File: src/rtl/blk_mem_serializer_pkg.sv
// rtl/blk_mem_serializer_pkg.sv - shared types for the block memory serializer
package blk_mem_serializer_pkg;

    // IDLE: accepting requests; SEND: streaming flits of the latched block.
    typedef enum logic {
        STATE_IDLE = 1'b0,
        STATE_SEND = 1'b1
    } state_e;

endpackage

File: src/rtl/blk_mem_serializer_counter.sv
// rtl/blk_mem_serializer_counter.sv - clear-up counter, counts 0..max_val_p
// Ports: clk_i, reset_n_i (async active-low), clear_i (priority over up_i),
//        up_i (increment), count_o (current value).
module blk_mem_serializer_counter #(
    parameter int max_val_p   = 3,
    parameter int width_lp    = (max_val_p < 2) ? 1 : $clog2(max_val_p + 1)
) (
    input  logic                clk_i,
    input  logic                reset_n_i,
    input  logic                clear_i,
    input  logic                up_i,
    output logic [width_lp-1:0] count_o
);

    always_ff @(posedge clk_i or negedge reset_n_i) begin
        if (!reset_n_i) begin
            count_o <= '0;
        end else if (clear_i) begin
            count_o <= '0;
        end else if (up_i) begin
            count_o <= count_o + width_lp'(1);
        end
    end

endmodule

File: src/rtl/blk_mem_serializer_mem.sv
// rtl/blk_mem_serializer_mem.sv - byte-masked 1rw block memory, registered read
// Ports: clk_i, reset_n_i (clears only the read register), v_i, w_i, addr_i,
//        data_i, w_mask_i (one bit per byte), rdata_o (read register, X/Z as 0).
module blk_mem_serializer_mem #(
    parameter int block_width_p = 128,
    parameter int mem_els_p     = 16,
    parameter int addr_width_lp = (mem_els_p < 2) ? 1 : $clog2(mem_els_p)
) (
    input  logic                       clk_i,
    input  logic                       reset_n_i,
    input  logic                       v_i,
    input  logic                       w_i,
    input  logic [addr_width_lp-1:0]   addr_i,
    input  logic [block_width_p-1:0]   data_i,
    input  logic [block_width_p/8-1:0] w_mask_i,
    output logic [block_width_p-1:0]   rdata_o
);

    logic [block_width_p-1:0] mem [mem_els_p];
    logic [block_width_p-1:0] rdata_r;

    // Contents survive reset; only the output register is cleared.
    always_ff @(posedge clk_i) begin
        if (v_i && w_i) begin
            for (int b = 0; b < block_width_p/8; b++) begin
                if (w_mask_i[b]) begin
                    mem[addr_i][8*b +: 8] <= data_i[8*b +: 8];
                end
            end
        end
    end

    always_ff @(posedge clk_i or negedge reset_n_i) begin
        if (!reset_n_i) begin
            rdata_r <= '0;
        end else if (v_i && !w_i) begin
            rdata_r <= mem[addr_i];
        end
    end

    // Never-written locations read back as 0 rather than propagating X.
    always_comb begin
        rdata_o = '0;
        for (int i = 0; i < block_width_p; i++) begin
            rdata_o[i] = (rdata_r[i] === 1'b1);
        end
    end

    addr_in_range: assert property (@(posedge clk_i) disable iff (!reset_n_i)
        v_i |-> (int'(addr_i) < mem_els_p))
        else $fatal(1, "blk_mem_serializer_mem: address out of range");

endmodule

File: src/rtl/blk_mem_serializer_piso.sv
// rtl/blk_mem_serializer_piso.sv - passthrough parallel-in serial-out slice
// Ports: clk_i, reset_n_i, send_i (block held in rdata_i is being streamed),
//        rdata_i, ready_and_i, v_o, data_o, last_o, count_o (flit index).
module blk_mem_serializer_piso #(
    parameter int width_p        = 32,
    parameter int els_p          = 4,
    parameter int count_width_lp = $clog2(els_p)
) (
    input  logic                      clk_i,
    input  logic                      reset_n_i,
    input  logic                      send_i,
    input  logic [width_p*els_p-1:0]  rdata_i,
    input  logic                      ready_and_i,
    output logic                      v_o,
    output logic [width_p-1:0]        data_o,
    output logic                      last_o,
    output logic [count_width_lp-1:0] count_o
);

    logic handshake;

    assign v_o       = send_i;
    assign last_o    = send_i && (count_o == count_width_lp'(els_p - 1));
    assign data_o    = send_i ? rdata_i[int'(count_o)*width_p +: width_p] : '0;
    assign handshake = v_o && ready_and_i;

    blk_mem_serializer_counter #(
        .max_val_p (els_p - 1),
        .width_lp  (count_width_lp)
    ) counter (
        .clk_i     (clk_i),
        .reset_n_i (reset_n_i),
        .clear_i   (handshake && last_o),
        .up_i      (handshake && !last_o),
        .count_o   (count_o)
    );

endmodule

File: src/rtl/blk_mem_serializer.sv
// rtl/blk_mem_serializer.sv - block memory whose read blocks stream out as flits
// Ports: clk_i, reset_n_i (async active-low); request side v_i, w_i, addr_i,
//        data_i, w_mask_i, ready_and_o; flit side v_o, data_o, last_o,
//        count_o, ready_and_i.
module blk_mem_serializer
    import blk_mem_serializer_pkg::*;
#(
    parameter int width_p        = 32,
    parameter int els_p          = 4,
    parameter int mem_els_p      = 16,
    parameter int block_width_lp = width_p * els_p,
    parameter int addr_width_lp  = (mem_els_p < 2) ? 1 : $clog2(mem_els_p),
    parameter int count_width_lp = $clog2(els_p)
) (
    input  logic                        clk_i,
    input  logic                        reset_n_i,
    input  logic                        v_i,
    input  logic                        w_i,
    input  logic [addr_width_lp-1:0]    addr_i,
    input  logic [block_width_lp-1:0]   data_i,
    input  logic [block_width_lp/8-1:0] w_mask_i,
    output logic                        ready_and_o,
    output logic                        v_o,
    output logic [width_p-1:0]          data_o,
    output logic                        last_o,
    output logic [count_width_lp-1:0]   count_o,
    input  logic                        ready_and_i
);

    state_e                    state;
    logic [block_width_lp-1:0] rdata;
    logic                      accept;
    logic                      read_accept;
    logic                      final_handshake;

    // Ready combinationally follows ready_and_i on the last flit so a new
    // read can chain onto the outgoing block without a bubble.
    assign final_handshake = v_o && ready_and_i && last_o;
    assign ready_and_o     = (state == STATE_IDLE) || final_handshake;
    assign accept          = v_i && ready_and_o;
    assign read_accept     = accept && !w_i;

    always_ff @(posedge clk_i or negedge reset_n_i) begin
        if (!reset_n_i) begin
            state <= STATE_IDLE;
        end else begin
            case (state)
                STATE_IDLE: if (read_accept) state <= STATE_SEND;
                STATE_SEND: if (final_handshake && !read_accept) state <= STATE_IDLE;
                default:    state <= STATE_IDLE;
            endcase
        end
    end

    // Memory is only touched when a request is accepted, so the read
    // register is stable for the whole serialization.
    blk_mem_serializer_mem #(
        .block_width_p (block_width_lp),
        .mem_els_p     (mem_els_p),
        .addr_width_lp (addr_width_lp)
    ) mem (
        .clk_i     (clk_i),
        .reset_n_i (reset_n_i),
        .v_i       (accept),
        .w_i       (w_i),
        .addr_i    (addr_i),
        .data_i    (data_i),
        .w_mask_i  (w_mask_i),
        .rdata_o   (rdata)
    );

    blk_mem_serializer_piso #(
        .width_p        (width_p),
        .els_p          (els_p),
        .count_width_lp (count_width_lp)
    ) piso (
        .clk_i       (clk_i),
        .reset_n_i   (reset_n_i),
        .send_i      (state == STATE_SEND),
        .rdata_i     (rdata),
        .ready_and_i (ready_and_i),
        .v_o         (v_o),
        .data_o      (data_o),
        .last_o      (last_o),
        .count_o     (count_o)
    );

endmodule

File: config.mk
export PLATFORM = sky130hd
export DESIGN_NAME = blk_mem_serializer
export DESIGN_NICKNAME = d
export VERILOG_FILES = /design/src/rtl/blk_mem_serializer_pkg.sv /design/src/rtl/blk_mem_serializer_counter.sv /design/src/rtl/blk_mem_serializer_mem.sv /design/src/rtl/blk_mem_serializer_piso.sv /design/src/rtl/blk_mem_serializer.sv
export SDC_FILE = /design/constraint.sdc
export NUM_CORES = 2
export LEC_CHECK = 0
export ABC_AREA = 1
export BUFFER_PORTS_ARGS = -buffer_cell sky130_fd_sc_hd__buf_2
export CORE_ASPECT_RATIO = 1.75
export CORE_UTILIZATION = 66
export CTS_BUF_LIST = sky130_fd_sc_hd__clkbuf_8
export CTS_CLUSTER_DIAMETER = 40
export DETAILED_ROUTE_END_ITERATION = 10
export PLACE_DENSITY_LB_ADDON = 0.3
export SLEW_MARGIN = 0
export SYNTH_ARGS = -nofsm -noshare
export SYNTH_HDL_FRONTEND = slang
export SYNTH_SLANG_ARGS = --single-unit
File: constraint.sdc
create_clock -name clk_i -period 6.46 [get_ports clk_i]
set_clock_uncertainty 0.15 [all_clocks]
set_input_delay 0.969 -clock clk_i [delete_from_list [all_inputs] [get_ports clk_i]]
set_output_delay 0.969 -clock clk_i [all_outputs]
set_load 0.02 [all_outputs]
==> results.md <==
| Item | Value |
| --- | --- |
| Syn Std Cell Area | 0.0909 mm² |
| Final std cell area, no fill | 0.0984 mm² |
| Deepest clock path buffer count | 4 |
| Setup violation total in the final timing report | 0 |
| Min Tclk post-route | 5.17 ns |
| I/O Pins | 190 |
| Gate count of the mapped netlist | 8826 |
| Clock latency at the later pin of the worst-skew pair | 1.00 ns |
| Count of unique library cells instantiated by Yosys | 23 |
| Remaining antenna violation count | 0 |
| 1st-iter DRT viols | 7818 |
| Quantity of I/O buffers inserted on ports | 189 |
| Initial antenna violation count | 18 |
| Layout cells sized above 1 | 7.92% |
| Clock input transition at the sequential cells of the worst setup and hold paths | 0.06 ns |
| Htree depth | 5 |
| Cell with the most instances on the worst path | sky130_fd_sc_hd__buf_4 |
| Critical path's largest stage delay | 0.88 ns |
| Number of warnings issued by yosys | 0 |
| Run status | completed |
| R2r endpoint | mem.mem[7][115] |
| Highest Clock Rate | 194 MHz |
| CTS tree | done |
| Die outline area | 0.139 mm² |
| Global-route wire length before repair | 355000 µm |
| Startpoint of the most critical register-to-register path | piso.counter.count_o[1] |
| Total number of placement rows | 179 |
| First-pass detailed-route iteration total | 6 |
| Worst hold-check path type | in2reg |
| Total setup buffers inserted after CTS | 0 |
| Worst-path fanout max | 66 |
| Leakage power | 0.0405 µW |
| Remaining DRCs | 0 |
| Sequential share of the synthesized area | 71.3% |
| Period utilization | 80.0% |
| Via count of the first global-routing pass | 61500 |
| Initial Utilization | 66.7% |
| Layout overhead on the synthesized area | 8.23% |
| Vias after detailed routing | 62900 |
| Mean Syn Cell Area | 10.3 µm² |
| Launch point of the worst hold path | ready_and_i |
| Slowest cell on the critical path | sky130_fd_sc_hd__o21ai_0 |
| RSZ-0062 raised after global routing | no |
| Data required time of the critical path | 5.34 ns |
| Total area of sequential cells | 0.0648 mm² |
| Total half-perimeter wirelength after legalization and detailed placement | 149000 µm |
| Overall power after layout | 30700 µW |
| Hold slack final | 0.167 ns |
| Detailed-route wire length per cell | 21.9 µm |
| Share of the core filled with cells in the final layout | 72.1% |
| Number of CTS-inserted buffers | 306 |
| Sinks on Clock Net | 2179 |
| DR vias/cell | 5.74 |
| Cell depth of the worst min-delay path | 3 |
| Accumulated negative setup slack | 0 ns |
| Number of max-cap violations | 0 |
| Post-DP Area | 0.0926 mm² |
| Path depth of the worst reg2reg path | 8 |
| Number of nets in the final layout | 9071 |
| Clock root cell | sky130_fd_sc_hd__clkbuf_8 |
| Worst-Margin Slew | 1.27 ns |
| Sum of overflow across all layers after global routing | 0 |
| Cells traversed along the worst timing path | buf_4 -> inv_2 -> buf_4 -> o21ai_0 -> a21oi_1 -> buf_2 |
| Number of nets in the synthesized netlist | 8980 |
| Setup slack of the worst register-to-register path | 1.99 ns |
| Worst Hold Endpoint | piso.counter.count_o[1] |
| Total length of routed wires | 240000 µm |
| Power per Cell Area | 312 mW/mm² |
| Max transition margin | 14.9% |
| Placeable core area | 0.136 mm² |
| Number of fill cells in the layout | 9167 |
| Vertical die dimension | 493 µm |
| Global router's overall resource usage | 34.8% |
| Die width | 283 µm |
| Maximum number of pins on one net before global-route repair | 200 |
| Area occupied by multi-input gates | 0.0233 mm² |
| Crit path arrival time | 4.05 ns |
| VDD IR-drop max | 0.229 mV |
| FF+latch count, synth | 2179 |
| Critical path start-end classification | reg2out |
| Final weighted congestion in routability-driven placement | 0.965 |
| Type of origin of the critical path | register |
| Crit end category | primary output |
| Hold violation count in the final report | 0 |
| Final slew viol count | 0 |
[worst max-delay path by stage]
stage | from | slack [ns] | end | cells after the start
2_1_floorplan | ready_and_i | 3.50 | mem.mem[11][100] | 8
3_3_place_gp | ready_and_i | 1.84 | mem.mem[7][119] | 7
3_5_place_dp | ready_and_i | 1.90 | mem.mem[7][119] | 7
4_1_cts | piso.counter.count_o[0] | 1.49 | data_o[9] | 7
5_1_grt | piso.counter.count_o[0] | 1.26 | data_o[9] | 6
6_report | piso.counter.count_o[0] | 1.29 | data_o[9] | 6
[cell type report]
type,instances,share of cell area [%]
diodes,6,0.0153
clock buffers,331,4.63
clock inverters,204,1.20
inverters,208,0.816
multi-input cells,5972,23.7
flip-flops and latches,2179,65.8
well taps,1810,2.30
repair buffers,250,1.55
[cell families after synthesis]
logic type	count (synthesis)	synth area share, %
and+or+nand+nor	5807	24.6
DFF	2179	71.3
adders and majority gates	1	0.0138
AOI/OAI and AO/OA	164	0.907
buffers and inverters	675	3.22
[flip-flops by register name (all words and copies together) (netlist names)]
register              flops
mem.mem                2048
mem.rdata_r             128
state                     1
piso.counter.count_o      2
[worst max-delay path, delay by kind of cell (launching register included)]
kind	cells	cell delay (ns)
DFF	1	0.36
AOI/OAI and AO/OA	2	1.18
buffers and inverters	4	1.44
[timing repair]
item	in CTS	in global routing
hold endpoints to repair	93	0
hold buffers	1	0
resized for setup	0	0
[cells in the final DEF (no fill, tap or decap), drive strengths merged]
master / netlist / final
nand2: 4969 / 4969
edfxtp: 2048 / 2048
nor2: 518 / 518
clkbuf: 216 / 331
inv: 205 / 287
nand3: 256 / 256
buf: 251 / 249
dfrtp: 131 / 131
clkinv: 3 / 105
a21oi: 99 / 99
o21ai: 65 / 65
or2: 64 / 64
bufinv: 0 / 12
clkinvlp: 0 / 8
diode: 0 / 6
ha: 1 / 1
dlygate4sd3: 0 / 1
[report_power, final]
| group | total [µW] | internal, µW | switching, µW |
|---|---|---|---|
| sequential | 16300 | 15900 | 379 |
| clock | 10200 | 5210 | 5030 |
| combinational | 4160 | 1050 | 3110 |
| total | 30700 | 22200 | 8520 |
[through the flow]
stage               setup slack, ns  cells
floorplan                      3.50   8826
global placement               1.84  10400
detailed placement             1.90  10400
CTS                            1.49  11000
global route                   1.26  11000
finish                         1.29  11000
[metal layers]
metal / vias to the layer above / GRT usage, % / share of wire [%]
met3: 922 / 7.97 / 10
met2: 3706 / 57.1 / 49
li1: 28800 / - / -
met4: 26 / 24.9 / 7.9
met1: 29500 / 40.1 / 33
met5: - / 0 / 0.063
[cells in the mapped netlist]
cell                       instances  area (µm²)
sky130_fd_sc_hd__nor2_4            2        22.5
sky130_fd_sc_hd__o21ai_2           1        8.76
sky130_fd_sc_hd__nand2_2           2        12.5
sky130_fd_sc_hd__nor2_1          516        1940
sky130_fd_sc_hd__clkinv_1          3        11.3
sky130_fd_sc_hd__inv_1           202         758
sky130_fd_sc_hd__buf_4            25         188
sky130_fd_sc_hd__buf_2           163         816
sky130_fd_sc_hd__or2_2            35         219
sky130_fd_sc_hd__a21oi_1          99         495
sky130_fd_sc_hd__edfxtp_1       2048       61500
sky130_fd_sc_hd__nand3_1         256        1280
sky130_fd_sc_hd__buf_12            1        20.0
sky130_fd_sc_hd__ha_1              1        12.5
sky130_fd_sc_hd__clkbuf_1        216         811
sky130_fd_sc_hd__dfrtp_1         131        3280
sky130_fd_sc_hd__inv_2             3        11.3
sky130_fd_sc_hd__buf_1            52         195
sky130_fd_sc_hd__nand2_1        4957       18600
sky130_fd_sc_hd__or2_1            29         181
sky130_fd_sc_hd__buf_6            10         113
sky130_fd_sc_hd__nand2_4          10         113
sky130_fd_sc_hd__o21ai_0          64         320
(Power assumes the default switching activity.)
